**src/rtl/sevseg_pkg.sv**
```systemverilog
// Shared types and helpers for the seven-segment display arbiter.
// The optional preemption feature is selected in the top with SEVSEG_ARB_TIMEOUT_EN.
package sevseg_pkg;

  localparam int unsigned NREQ_MAX = 4;
  localparam int unsigned IDX_W    = $clog2(NREQ_MAX);
  localparam int unsigned DIGIT_W  = 4;
  localparam int unsigned NDIGITS  = 4;
  localparam int unsigned DISP_W   = DIGIT_W * NDIGITS;

  typedef enum logic [1:0] {
    ST_IDLE,
    ST_OWN,
    ST_LINGER
  } state_t;

  typedef logic [DIGIT_W-1:0] digit_t;
  typedef digit_t [NDIGITS-1:0] disp_t;

  // Distance of requester idx from the round-robin pointer, walking upward with wrap.
  function automatic int unsigned rr_dist(input int unsigned idx,
                                          input logic [IDX_W-1:0] ptr,
                                          input int unsigned nreq);
    int unsigned p;
    p = 32'(ptr);
    if (idx >= p) return idx - p;
    return idx + nreq - p;
  endfunction

  function automatic logic [IDX_W-1:0] next_ptr(input logic [IDX_W-1:0] idx,
                                                input int unsigned nreq);
    if (32'(idx) + 32'd1 >= nreq) return '0;
    return idx + IDX_W'(1);
  endfunction

endpackage

```
**src/rtl/sevseg_rr_picker.sv**
```systemverilog
// Combinational round-robin picker: first set request at or above ptr, wrapping.
module sevseg_rr_picker
  import sevseg_pkg::*;
#(
  parameter int unsigned NREQ = 2
) (
  input  logic [NREQ-1:0]  req,
  input  logic [IDX_W-1:0] ptr,
  output logic [NREQ-1:0]  winner_c,
  output logic [IDX_W-1:0] index_c
);

  logic found;

  // Scan priority distances nearest-first so the loop indices stay constant.
  always_comb begin
    winner_c = '0;
    index_c  = '0;
    found    = 1'b0;
    for (int unsigned k = 0; k < NREQ; k++) begin
      for (int unsigned i = 0; i < NREQ; i++) begin
        if (!found && req[i] && (rr_dist(i, ptr, NREQ) == k)) begin
          found       = 1'b1;
          winner_c[i] = 1'b1;
          index_c     = IDX_W'(i);
        end
      end
    end
  end

endmodule

```
**src/rtl/sevseg_display_arbiter.sv**
```systemverilog
// Round-robin owner arbitration for the shared 4-digit display with a minimum hold.
// Define SEVSEG_ARB_TIMEOUT_EN to preempt a contended owner after MAX_HOLD cycles.
module sevseg_display_arbiter
  import sevseg_pkg::*;
#(
  parameter int unsigned NREQ     = 2,
  parameter int unsigned MIN_HOLD = 1 << 20,
  parameter int unsigned MAX_HOLD = 1 << 27
) (
  input  logic                   clk,
  input  logic                   reset,
  input  logic [NREQ-1:0]        req,
  input  logic [NREQ*DISP_W-1:0] data,
  output logic [NREQ-1:0]        grant,
  output logic [DIGIT_W-1:0]     disp3,
  output logic [DIGIT_W-1:0]     disp2,
  output logic [DIGIT_W-1:0]     disp1,
  output logic [DIGIT_W-1:0]     disp0,
  output logic                   busy
);

  localparam int unsigned CW = $clog2(MAX_HOLD + 1);
  localparam logic [CW-1:0] MIN_LAST = CW'(MIN_HOLD - 1);
  localparam logic [CW-1:0] MAX_SAT  = CW'(MAX_HOLD);
`ifdef SEVSEG_ARB_TIMEOUT_EN
  localparam logic [CW-1:0] MAX_LAST = CW'(MAX_HOLD - 1);
`endif

  state_t           state_q, state_d;
  logic [NREQ-1:0]  grant_q, grant_d;
  disp_t            disp_q, disp_d;
  logic [CW-1:0]    hold_q, hold_d, hold_inc;
  logic [IDX_W-1:0] ptr_q, ptr_d;
  logic [IDX_W-1:0] owner_q, owner_d;
  logic             busy_q, busy_d;

  logic [NREQ-1:0]  pick_c;
  logic [IDX_W-1:0] pick_idx_c;
  logic             owner_req;
  disp_t            owner_data;

  sevseg_rr_picker #(.NREQ(NREQ)) u_picker (
    .req      (req),
    .ptr      (ptr_q),
    .winner_c (pick_c),
    .index_c  (pick_idx_c)
  );

  // grant_q is one-hot on the owner while in OWN, so it doubles as the data select.
  always_comb begin
    owner_data = '0;
    for (int unsigned i = 0; i < NREQ; i++) begin
      if (grant_q[i]) owner_data = owner_data | disp_t'(data[DISP_W*i +: DISP_W]);
    end
  end

  assign owner_req = |(req & grant_q);
  assign hold_inc  = (hold_q == MAX_SAT) ? hold_q : hold_q + CW'(1);

  always_comb begin
    state_d = state_q;
    grant_d = grant_q;
    disp_d  = disp_q;
    hold_d  = hold_q;
    ptr_d   = ptr_q;
    owner_d = owner_q;

    unique case (state_q)
      ST_IDLE: begin
        grant_d = '0;
        if (|req) begin
          state_d = ST_OWN;
          grant_d = pick_c;
          owner_d = pick_idx_c;
          hold_d  = '0;
        end
      end

      ST_OWN: begin
        hold_d = hold_inc;
        if (owner_req) disp_d = owner_data;
        if (!owner_req) begin
          grant_d = '0;
          if (hold_q >= MIN_LAST) begin
            state_d = ST_IDLE;
            ptr_d   = next_ptr(owner_q, NREQ);
          end else begin
            state_d = ST_LINGER;
          end
        end
`ifdef SEVSEG_ARB_TIMEOUT_EN
        else if ((hold_q == MAX_LAST) && |(req & ~grant_q)) begin
          state_d = ST_IDLE;
          grant_d = '0;
          ptr_d   = next_ptr(owner_q, NREQ);
        end
`endif
      end

      ST_LINGER: begin
        hold_d = hold_inc;
        if (hold_q >= MIN_LAST) begin
          state_d = ST_IDLE;
          ptr_d   = next_ptr(owner_q, NREQ);
        end
      end

      default: begin
        state_d = ST_IDLE;
        grant_d = '0;
      end
    endcase

    busy_d = (state_d != ST_IDLE);
  end

  always_ff @(posedge clk) begin
    if (reset) begin
      state_q <= ST_IDLE;
      grant_q <= '0;
      disp_q  <= '0;
      hold_q  <= '0;
      ptr_q   <= '0;
      owner_q <= '0;
      busy_q  <= 1'b0;
    end else begin
      state_q <= state_d;
      grant_q <= grant_d;
      disp_q  <= disp_d;
      hold_q  <= hold_d;
      ptr_q   <= ptr_d;
      owner_q <= owner_d;
      busy_q  <= busy_d;
    end
  end

  assign grant = grant_q;
  assign disp3 = disp_q[3];
  assign disp2 = disp_q[2];
  assign disp1 = disp_q[1];
  assign disp0 = disp_q[0];
  assign busy  = busy_q;

endmodule

```
**config.mk**
```make
export PLATFORM = sky130hd
export DESIGN_NAME = sevseg_display_arbiter
export DESIGN_NICKNAME = d
export VERILOG_FILES = /design/src/rtl/sevseg_pkg.sv /design/src/rtl/sevseg_rr_picker.sv /design/src/rtl/sevseg_display_arbiter.sv
export SDC_FILE = /design/constraint.sdc
export NUM_CORES = 1
export LEC_CHECK = 0
export CAP_MARGIN = 20
export CORE_UTILIZATION = 23
export CTS_CLUSTER_DIAMETER = 200
export DETAILED_ROUTE_END_ITERATION = 8
export HOLD_SLACK_MARGIN = 0.15
export SKIP_LAST_GASP = 1
export SLEW_MARGIN = 40
export SYNTH_ARGS = -nofsm -noshare
export SYNTH_HDL_FRONTEND = slang
export SYNTH_SLANG_ARGS = --single-unit
```
**constraint.sdc**
```tcl
create_clock -name clk -period 3.1 [get_ports clk]
set_clock_uncertainty 0.05 [all_clocks]
set_input_delay 0.62 -clock clk [delete_from_list [all_inputs] [get_ports clk]]
set_output_delay 0.62 -clock clk [all_outputs]
set_load 0.01 [all_outputs]
```
==> impl_results.md <==
* Die ar. at 11900 sq um
* Clock-pin slew on the worst setup and hold paths at 60 ps
* YS warnings at 0
* Root Buffer Master: clkbuf_16
* Hold path startpoint: owner_q[0]
* Gpl congestion at 0.768
* Psw at 689 uW
* Nets at 403
* Io pins at 55
* Synth top area share at 0.387
* Post-synth EDFFs at 0
* Leading area contributor after synthesis: dfxtp_1
* Wire per inst at 13.4 microns
* Global-route wire length before repair at 10600 microns
* Worst-path cell chain: inv_1 > ha_1 > and3b_1 > nand4_1 > o31ai_4 > buf_4 > a21oi_1 > o31ai_1
* Grt ovf at 0
* Startpoint class of the critical path: register
* CP max-delay cell: o31ai_4
* Syn nets at 352
* Max Freq at 414 MHz
* Largest delay contributor family on the critical path: compound AO/OA/AOI/OAI gates
* Vias per cell at 5.02
* Tmin final at 2410 ps
* Hold-fix buffers, CTS at 0
* Int Power at 1360 uW
* Netlist cell types at 52
* Seq/Total Area, Yosys at 0.387
* 1st-iter DRT viols at 117
* Max FO, Critical Path at 18
* Status: finished, final reports clean
* Detail Route Antenna Nets at 0
* Chip height at 109 microns
* Maxcap violations at 0
* Post-route insts no fill at 502
* WP data arrival at 2570 ps
* Ys flop type: dfxtp_1
* Fin crit share at 0.778
* Hold Path Class: register to register
* CTS sink count at 51
* Num rows at 38
* Core area at 11000 sq um
* Req. time, crit path at 3250 ps
* WL final at 6710 microns
* Setup TNS at 0 ps
* Syn_area_per_cell at 8.52 sq um
* Cell count after placement at 494
* CTS Buffer Depth at 2
* Combinational share of power at 0.354
* H-tree levels at 2
* Critical path's largest stage delay at 650 ps
* GR Util All Layers at 0.114
* Async set or reset register ratio after synthesis at 0
* Layout area overhead at 32.5%
* #FFs+latches synth at 51
* Pwr dens at 585 nW/um^2
* Final setup fails at 0
* Layout cells sized above 1 at 0.0967
* Post-DP HPWL at 4960 microns
* Max-slew violations at 0
* Clock share of power at 0.281
* Initial Util at 0.239
* 1st-pass router iterations at 4
* Die X at 109 microns
* Worst-Skew Late Latency at 300 ps
* TritonCTS clock tree: yes
* Crit path launch: state_q[1]
* Initial antenna violation count at 0
* Vias in the first global route at 2219
* Reg-to-Reg Start: state_q[1]
* Ranking of synthesized cells by area: dfxtp_1 39%, or4_1 5.4%, a21oi_1 5.3%, a211oi_1 4.8%, a22oi_1 4.8%
* Vias at 2519
* Residual DRC at 0
* CTS resizes at 0
* Post-Syn Instances at 310
* Post-synthesis instance area at 2640 sq um
* WHS at 394 ps
* Setup bufs post-CTS at 0
* Max IR drop VDD at 0.256 mV
* Seq pwr share at 0.365
* Net Sw Frac at 0.336
* Final hold violation count at 0
* Critical path class: register to register
* Port Buffers at 54
* Max_slew headroom at 0.583
* RSZ-0062 raised after global routing: no
* Crit end category: register
* Pleak at 0.00109 uW
* ANT cells at 0
* CTS buffer count at 5
* Largest net degree at the start of global routing at 30
* Worst path buffer plus inverter count at 2
* Worst Tran Pin Value at 625 ps
## routing by layer
metal / up-vias / track usage / wire length, microns / part of all wire
li1: 1294 / - / - / -
met1: 1183 / 0.143 / 3130 / 0.47
met2: 30 / 0.185 / 3270 / 0.49
met3: 12 / 0.0311 / 190 / 0.028
met4: 0 / 0.0425 / 128 / 0.019
met5: - / 0 / 0 / 0
## synth_stat cells (3+ instances only)
| library cell | n |
|---|---|
| dfxtp_1 | 51 |
| a21oi_1 | 28 |
| nor2_1 | 24 |
| nand2_1 | 23 |
| or4_1 | 19 |
| a211oi_1 | 17 |
| a22oi_1 | 17 |
| clkbuf_1 | 14 |
| o31ai_1 | 13 |
| inv_1 | 12 |
| o21ai_0 | 12 |
| nand4_1 | 8 |
| ha_1 | 6 |
| nor4_1 | 6 |
| or3_1 | 5 |
| o21a_1 | 4 |
| buf_4 | 3 |
| nand3_1 | 3 |
| o211ai_1 | 3 |
## worst paths after layout
kind / end / slack, ps / cells after the start
min reg2reg: ptr_q[0] / 390 / 1
min: ptr_q[0] / 390 / 1
max reg2reg: hold_q[3] / 690 / 8
max: hold_q[3] / 690 / 8
## per-stage QoR
stage | cell area [sq um] | setup WS (ps) | util | total power (uW)
2_1_floorplan | 2640 | 1060 | - | 1230
6_report | 3500 | 687 | 0.317 | 2050
5_1_grt | 3500 | 504 | 0.317 | 2190
4_1_cts | 3500 | 654 | 0.317 | 2080
3_5_place_dp | 3350 | 399 | 0.303 | 1490
3_3_place_gp | 3330 | 432 | 0.302 | 1470
## flip-flops by register name (all words and copies together), names as in the netlist
signal	count
busy	1
disp0	4
disp1	4
disp2	4
disp3	4
grant	2
hold_q	28
owner_q	1
ptr_q	1
state_q	2
## power groups by stage
stage,combinational (uW),clock [uW],sequential (uW)
floorplan,454,0,772
global placement,711,0,761
detailed placement,728,0,764
CTS,733,598,749
global route,804,623,758
finish,726,575,748
## area by class of cell
| class | count | area [sq um] |
|---|---|---|
| fill | 1181 | 7530 |
| multi-input combinational | 226 | 1480 |
| sequential | 51 | 1020 |
| timing repair buffer | 65 | 627 |
| tap | 140 | 175 |
| clock buffer | 6 | 139 |
| inverter | 12 | 45.0 |
| clock inverter | 2 | 16.3 |
## cell families (layout without fill, tap and decap cells)
logic type,after synthesis,after routing,synth area share
DFF,51,51,0.387
AOI/OAI and AO/OA,106,106,0.270
adders and majority gates,6,6,0.0284
muxes,2,2,0.00758
buffers and inverters,33,85,0.0549
and+or+nand+nor,111,111,0.249
xor gates and xnor gates,1,1,0.00332
## layout by cell type (no fill, tap or decap), drive strengths merged, types with 3 or more instances in the layout
cell type,Yosys,routed
o211ai,3,3
a22oi,17,17
dfxtp,51,51
clkdlybuf4s50,0,54
o21ai,13,13
ha,6,6
or3,7,7
or4,19,19
a211oi,17,17
inv,12,12
nor2,25,25
buf,7,11
nor4,8,8
nand3,6,6
clkbuf,14,6
o21a,4,4
o31ai,14,14
a21oi,28,28
nand4,8,8
nand2,24,24
## worst register-to-register path: stages (launching register included)
cell	delay [ps]
dfxtp_1	380
inv_1	90
ha_1	290
and3b_1	150
nand4_1	190
o31ai_4	650
buf_4	280
a21oi_1	50
o31ai_1	190
(Power assumes the default switching activity.)
